===== src/rtl/komut_pkg.sv =====
// Shared opcode constants, field layout and bit positions for the instruction encoder.
package komut_pkg;

    localparam logic [6:0] OP_R = 7'b0000001;
    localparam logic [6:0] OP_I = 7'b0000011;
    localparam logic [6:0] OP_U = 7'b0000111;
    localparam logic [6:0] OP_B = 7'b0001111;

    localparam int OPC_LSB  = 0;
    localparam int RD_LSB   = 7;
    localparam int F3_LSB   = 12;
    localparam int RS1_LSB  = 15;
    localparam int RS2_LSB  = 20;
    localparam int F7_BIT   = 30;
    localparam int IMMI_LSB = 20;
    localparam int IMMU_LSB = 12;
    localparam int BLO_LSB  = 7;
    localparam int BHI_LSB  = 25;

    typedef struct packed {
        logic [6:0]  opcode;
        logic [3:0]  aluop;
        logic [4:0]  rs1;
        logic [4:0]  rs2;
        logic [4:0]  rd;
        logic [31:0] imm;
    } komut_alanlari_t;

endpackage


===== src/rtl/komut_fifo.sv =====
// Word FIFO with a registered head word: a push into an empty FIFO is visible
// on the next cycle, and the head holds its last value once the FIFO drains.
module komut_fifo #(
    parameter int DERINLIK = 4
) (
    input  logic                          clk,
    input  logic                          rst_n,
    input  logic                          push_i,
    input  logic [31:0]                   data_i,
    input  logic                          pop_i,
    output logic [31:0]                   data_o,
    output logic                          valid_o,
    output logic [$clog2(DERINLIK):0]     seviye_o
);

    localparam int AW = $clog2(DERINLIK);
    localparam int SW = AW + 1;
    localparam logic [SW-1:0] DOLU = SW'(DERINLIK);

    logic [31:0]   mem_q [DERINLIK];
    logic [AW-1:0] wr_ptr_q, wr_ptr_d;
    logic [AW-1:0] rd_ptr_q, rd_ptr_d;
    logic [SW-1:0] seviye_q, seviye_d;
    logic [SW-1:0] kalan;
    logic [31:0]   bas_q, bas_d;
    logic          push_ok, pop_ok;

    assign pop_ok  = pop_i && (seviye_q != '0);
    assign push_ok = push_i && (seviye_q != DOLU);

    always_comb begin
        rd_ptr_d = rd_ptr_q + AW'(pop_ok);
        wr_ptr_d = wr_ptr_q + AW'(push_ok);
        kalan    = seviye_q - SW'(pop_ok);
        seviye_d = kalan + SW'(push_ok);
        bas_d    = bas_q;
        // When nothing older survives the pop, the incoming word becomes the head.
        if (kalan != '0) begin
            bas_d = mem_q[rd_ptr_d];
        end else if (push_ok) begin
            bas_d = data_i;
        end
    end

    always_ff @(posedge clk) begin
        if (push_ok) begin
            mem_q[wr_ptr_q] <= data_i;
        end
    end

    always_ff @(posedge clk or negedge rst_n) begin
        if (!rst_n) begin
            wr_ptr_q <= '0;
            rd_ptr_q <= '0;
            seviye_q <= '0;
            bas_q    <= '0;
        end else begin
            wr_ptr_q <= wr_ptr_d;
            rd_ptr_q <= rd_ptr_d;
            seviye_q <= seviye_d;
            bas_q    <= bas_d;
        end
    end

    assign data_o   = bas_q;
    assign valid_o  = (seviye_q != '0);
    assign seviye_o = seviye_q;

endmodule


===== src/rtl/komut_kodlayici.sv =====
// Packs R/I/U/B field tuples into 32-bit instruction words and queues them in a FIFO.
// Define KOMUT_HATA_SAYACI_EN to get a saturating count of rejected tuples on hata_sayisi.
module komut_kodlayici
    import komut_pkg::*;
#(
    parameter int DERINLIK = 4
) (
    input  logic                          clk,
    input  logic                          rst_n,
    input  logic                          in_valid,
    output logic                          in_ready,
    input  logic [6:0]                    opcode,
    input  logic [3:0]                    aluop,
    input  logic [4:0]                    rs1,
    input  logic [4:0]                    rs2,
    input  logic [4:0]                    rd,
    input  logic [31:0]                   imm,
    output logic                          out_valid,
    input  logic                          out_ready,
    output logic [31:0]                   komut,
    output logic                          hata,
    output logic [$clog2(DERINLIK):0]     seviye,
    output logic [7:0]                    hata_sayisi
);

    localparam int SW = $clog2(DERINLIK) + 1;
    localparam logic [SW-1:0] DOLU = SW'(DERINLIK);

    komut_alanlari_t alan;
    logic [31:0]     kod;
    logic            gecerli;
    logic            kabul;
    logic            yaz;
    logic            hata_q;

    assign alan = '{opcode: opcode, aluop: aluop, rs1: rs1, rs2: rs2, rd: rd, imm: imm};

    always_comb begin
        kod     = '0;
        gecerli = 1'b0;
        kod[OPC_LSB +: 7] = alan.opcode;
        case (alan.opcode)
            OP_R: begin
                gecerli              = 1'b1;
                kod[RD_LSB +: 5]     = alan.rd;
                kod[F3_LSB +: 3]     = alan.aluop[2:0];
                kod[RS1_LSB +: 5]    = alan.rs1;
                kod[RS2_LSB +: 5]    = alan.rs2;
                kod[F7_BIT]          = alan.aluop[3];
            end
            OP_I: begin
                gecerli              = (alan.imm[31:12] == '0) && !alan.aluop[3];
                kod[RD_LSB +: 5]     = alan.rd;
                kod[F3_LSB +: 3]     = alan.aluop[2:0];
                kod[RS1_LSB +: 5]    = alan.rs1;
                kod[IMMI_LSB +: 12]  = alan.imm[11:0];
            end
            OP_U: begin
                gecerli              = (alan.imm[31:20] == '0);
                kod[RD_LSB +: 5]     = alan.rd;
                kod[IMMU_LSB +: 20]  = alan.imm[19:0];
            end
            OP_B: begin
                // Branch offsets are even and fit in 13 bits; bit 0 is never encoded.
                gecerli              = !alan.imm[0] && (alan.imm[31:13] == '0) && !alan.aluop[3];
                kod[F3_LSB +: 3]     = alan.aluop[2:0];
                kod[RS1_LSB +: 5]    = alan.rs1;
                kod[RS2_LSB +: 5]    = alan.rs2;
                kod[BLO_LSB +: 5]    = alan.imm[5:1];
                kod[BHI_LSB +: 7]    = alan.imm[12:6];
            end
            default: gecerli = 1'b0;
        endcase
    end

    // No push-through: a full FIFO refuses input even while it is being drained.
    assign in_ready = (seviye != DOLU);
    assign kabul    = in_valid && in_ready;
    assign yaz      = kabul && gecerli;

    always_ff @(posedge clk or negedge rst_n) begin
        if (!rst_n) begin
            hata_q <= 1'b0;
        end else begin
            hata_q <= kabul && !gecerli;
        end
    end

    assign hata = hata_q;

`ifdef KOMUT_HATA_SAYACI_EN
    logic [7:0] sayac_q, sayac_d;

    always_comb begin
        sayac_d = sayac_q;
        if (kabul && !gecerli && (sayac_q != 8'hFF)) begin
            sayac_d = sayac_q + 8'd1;
        end
    end

    always_ff @(posedge clk or negedge rst_n) begin
        if (!rst_n) begin
            sayac_q <= '0;
        end else begin
            sayac_q <= sayac_d;
        end
    end

    assign hata_sayisi = sayac_q;
`else
    assign hata_sayisi = '0;
`endif

    komut_fifo #(
        .DERINLIK (DERINLIK)
    ) u_fifo (
        .clk      (clk),
        .rst_n    (rst_n),
        .push_i   (yaz),
        .data_i   (kod),
        .pop_i    (out_ready),
        .data_o   (komut),
        .valid_o  (out_valid),
        .seviye_o (seviye)
    );

endmodule


===== config.mk =====
export PLATFORM = sky130hd
export DESIGN_NAME = komut_kodlayici
export DESIGN_NICKNAME = d
export VERILOG_FILES = /design/src/rtl/komut_pkg.sv /design/src/rtl/komut_fifo.sv /design/src/rtl/komut_kodlayici.sv
export SDC_FILE = /design/constraint.sdc
export NUM_CORES = 1
export LEC_CHECK = 0
export CORE_MARGIN = 10
export CORE_UTILIZATION = 50
export CTS_CLUSTER_DIAMETER = 80
export DETAILED_ROUTE_END_ITERATION = 16
export PLACE_DENSITY = 0.77
export REMOVE_ABC_BUFFERS = 1
export SLEW_MARGIN = 20
export SYNTH_ARGS = -nofsm -noshare
export SYNTH_HDL_FRONTEND = slang
export SYNTH_SLANG_ARGS = --single-unit

===== constraint.sdc =====
create_clock -name clk -period 5.13 [get_ports clk]
set_input_delay 1.026 -clock clk [delete_from_list [all_inputs] [get_ports clk]]
set_output_delay 1.026 -clock clk [all_outputs]
set_load 0.02 [all_outputs]

==> results.md <==
* Status: finished, final reports clean
* Overflow after GRT at 0
* Met3 Track Usage GR at under 10%
* TritonCTS clock tree: done
* Syn Inst Count at 496
* Initial DRC count at 640
* Final wirelength at 20.1 mm
* Synth Area in Compound Gates at 9.25%
* Post-DR wirelength/cell at between 20 and 30 um
* CP max-delay cell: and3b_1
* Largest net degree at the start of global routing at 56
* Worst hold slack at roughly 0.53 ns
* Primary FF master, synth: edfxtp_1
* Leakage at 3.36 nW
* Adder-Cell Fraction of Synth Area at 1.02%
* Xor-xnor portion of the synthesized cell area at less than 1%
* Hold Violations, Final at 0
* Clk_skew at 0.00895 ns
* Comb pwr share at a little under 40%
* Worst Hold Launch: u_fifo.data_o[4]
* Crit path cell chain: clkdlybuf4s50_1 > nor4_1 > a21oi_1 > or3_1 > a21oi_2 > and3b_1 > buf_4
* Flop2flop setup slack at approximately 1.8 ns
* Final HPWL DP at between 10 and 15 mm
* Clock power share at about a quarter
* CP Launch Type: input port
* Main combinational cell family by area after synthesis: multiplexers
* RSZ-0062 raised after global routing: no
* Layout cells sized above 1 at about 15%
* Worst vdd ir at just under 0.3 mV
* Total global-route track usage at roughly a fifth
* DR vias at 5048
* Port Buffers at 99
* Register area share after synthesis at between 60% and 70%
* Initial antenna violation count at 0
* CTS Root Cell: clkbuf_16
* Register share of total power at a little over a third
* Tmin final at 3.91 ns
* Clock Pin Slew Worst Setup and Hold Paths at approximately 0.060 ns
* M1 GR Usage at between 20 and 30%
* Gpl congestion at between 0.8 and 0.9
* FF-to-FF path depth at 9
* TritonCTS Buffers at 17
* Mux share of post-synthesis cell area at between 10% and 20%
* Max FO, Critical Path at 12
* Critical Path AT at 4.04 ns
* CTS Sinks at about 170
* CP delay by family, top: simple AND/OR/NAND/NOR gates
* Synth Warn # at 0
* Hold Path Sink: u_fifo.data_o[4]
* Relative slew slack at a little over a quarter
* Setup CP Type: in -> reg
* Nature of the critical path endpoint: flop
* First-pass GRT wire length at slightly above 30 mm
* Multi-input gate area at about 2300 um2
* Power Density at around 540 nW/um2
* Design area at between 9000 and 10000 um2
* Crit Reg-Reg Startpoint: u_fifo.seviye_o[2]
* Period utilisation layout at 76.2%
* Sequential cell area at a little under 5000 um2
* Worst-Margin Slew at between 1 and 1.5 ns
* Max clock buf depth at 2
* Vias in the first global route at ~5300
* Largest stage delay, worst path at around 0.7 ns
* Drt via density at about 6.3
* Dpl cell area at ~8600 um2
* DRC violations left at 0
* TritonRoute pass-1 iters at 6
* Fmax at 0.256 GHz
* Pre-CTS setup slack at slightly below 0.9 ns
* I/O pin total at between 100 and 150
* Setup_tns at 0 ns
* Number of flops mapped to enable cells by yosys at roughly 130
* Synth Area per Inst at between 10 and 15 um2
* Power Internal at around 3.4 mW
* Switching share of power at 32.0%
* Post-synthesis instance area at 7380 um2
* Fill cells at 1030
* Setup violators final at 0
* DIE AREA at approximately 20000 um2
* Starting density of the core at 51.0%
* Gr busiest metal: met2
* Post-CTS sizing at 0
* Area Growth Syn to Fin at 24.5%
* Simple-Gate Fraction of Synth Area at 9.39%
* Switch Pwr at 1.58 mW
* Core Box Area at roughly 14000 um2
* Remaining antenna violation count after routing at 0
* Met2 GRT Util at about a third
* CTS Hold Bufs at 0
* Final worst-path setup slack at 1.22 ns
* Post-synthesis cell type count at 45
* Worst Setup SP: imm[13]
* Seq cells post-synth at ~170
* # Max-Cap Violations at 0
* Die Y at between 100 and 150 um
* Die X-Extent at about 140 um
* Synth async-reset ratio at 23.8%
* WP buf/inv at 2
* Nets at ~670
* Post CTS Setup Buffer Count at 0
* Worst skew pair latency at roughly 0.43 ns
* Worst Hold Class: reg -> reg
* Slew Limit Fails at 0
* Max H-tree Level at 4
* Reg-to-Reg End: u_fifo.data_o[28]
* Num rows at 44
* Hold Crit Depth at 2
* WP data required at 5.26 ns
-- per-stage QoR --
step	cells	power, mW	util [%]
3_3_place_gp	761	3.60	59.1
5_1_grt	794	5.18	63.5
6_report	795	4.93	63.5
2_1_floorplan	461	2.93	-
3_5_place_dp	761	3.64	59.1
4_1_cts	793	4.95	63.3
-- power by group through the flow --
| stage | registers [mW] | logic [mW] | clock network, mW |
|---|---|---|---|
| after floorplan | 1.91 | 1.03 | 0 |
| after global placement | 1.75 | 1.85 | 0 |
| after detailed placement | 1.75 | 1.88 | 0 |
| after CTS | 1.73 | 1.91 | 1.32 |
| after global routing | 1.75 | 2.06 | 1.37 |
| final | 1.73 | 1.90 | 1.30 |
-- synth_stat cells (all sizes together) (8+ instances only) --
library cell,number,area (um2)
edfxtp,128,3840
o211ai,46,345
nor4,9,62.6
nor3,8,51.3
a22o,8,70.1
buf,31,193
a21oi,12,63.8
and3,9,56.3
o21ai,8,40.0
mux2i,8,80.1
clkbuf,11,41.3
mux4,32,721
nand2,73,274
dfrtp,40,1000
-- state kept, by name (all words and copies together), names as in the netlist --
signal,flops
u_fifo.mem_q,128
u_fifo.data_o,32
u_fifo.seviye_o,3
u_fifo.rd_ptr_q,2
u_fifo.wr_ptr_q,2
hata,1
-- logic make-up after synthesis --
group	count (synthesis)
flops	168
simple gates	137
compound gates	94
buf+inv	46
mux	40
fa+ha+maj	6
xor+xnor	4
other cells	1
-- area by class of cell --
class	instances	area share, %
sequential	168	52.7
timing repair buffer	117	12.4
clock buffer	26	6.11
inverter	4	0.163
multi-input combinational	289	25.5
tap	184	2.50
clock inverter	6	0.599
antenna	1	0.0272
-- routing by layer --
metal,vias to the layer above,wire [um],share of wire [%]
li1,2131,-,-
met1,2549,7600,38
met2,326,9790,49
met3,42,2220,11
met4,0,516,2.6
met5,-,0,0
-- cell usage in the layout, fill, tap and decap left out, drive strengths merged, types with 2 or more instances in the layout --
| cell | n |
|---|---|
| xnor2 | 2 |
| o2bb2ai | 6 |
| buf | 19 |
| nor3b | 2 |
| o211ai | 46 |
| nor2b | 6 |
| ha | 6 |
| a21oi | 12 |
| nor3 | 8 |
| mux2i | 8 |
| nor4 | 9 |
| xor2 | 2 |
| edfxtp | 128 |
| dfrtp | 40 |
| and2 | 6 |
| clkbuf | 26 |
| o21a | 2 |
| or3 | 2 |
| clkdlybuf4s50 | 98 |
| nand3 | 4 |
| mux4 | 32 |
| nand2 | 73 |
| nor2 | 6 |
| a22o | 8 |
| o21ai | 8 |
| inv | 4 |
| conb | 8 |
| clkinv | 5 |
| and3 | 9 |
| a211o | 5 |
| nand2b | 5 |
| and3b | 2 |
| a22oi | 5 |
-- worst register-to-register path: stages, from the launching register on --
cell and delay (ns):
dfrtp_1 0.41, or3_1 0.39, and2_1 0.19, ha_1 0.19
ha_1 0.19, xnor2_1 0.26, nand3_1 0.83, buf_4 0.53
nand2_1 0.09, o211ai_1 0.10
-- worst max path at each step --
stage	slack, ns	cells after the start	end
2_1_floorplan	0.14	5	u_fifo.mem_q[0][0]
4_1_cts	1.33	7	u_fifo.mem_q[1][29]
3_3_place_gp	1.01	7	u_fifo.mem_q[3][13]
3_5_place_dp	0.89	7	u_fifo.mem_q[1][7]
5_1_grt	1.14	7	u_fifo.mem_q[1][29]
6_report	1.22	7	u_fifo.mem_q[1][4]
No activity file was read; power rests on OpenSTA's default activity.
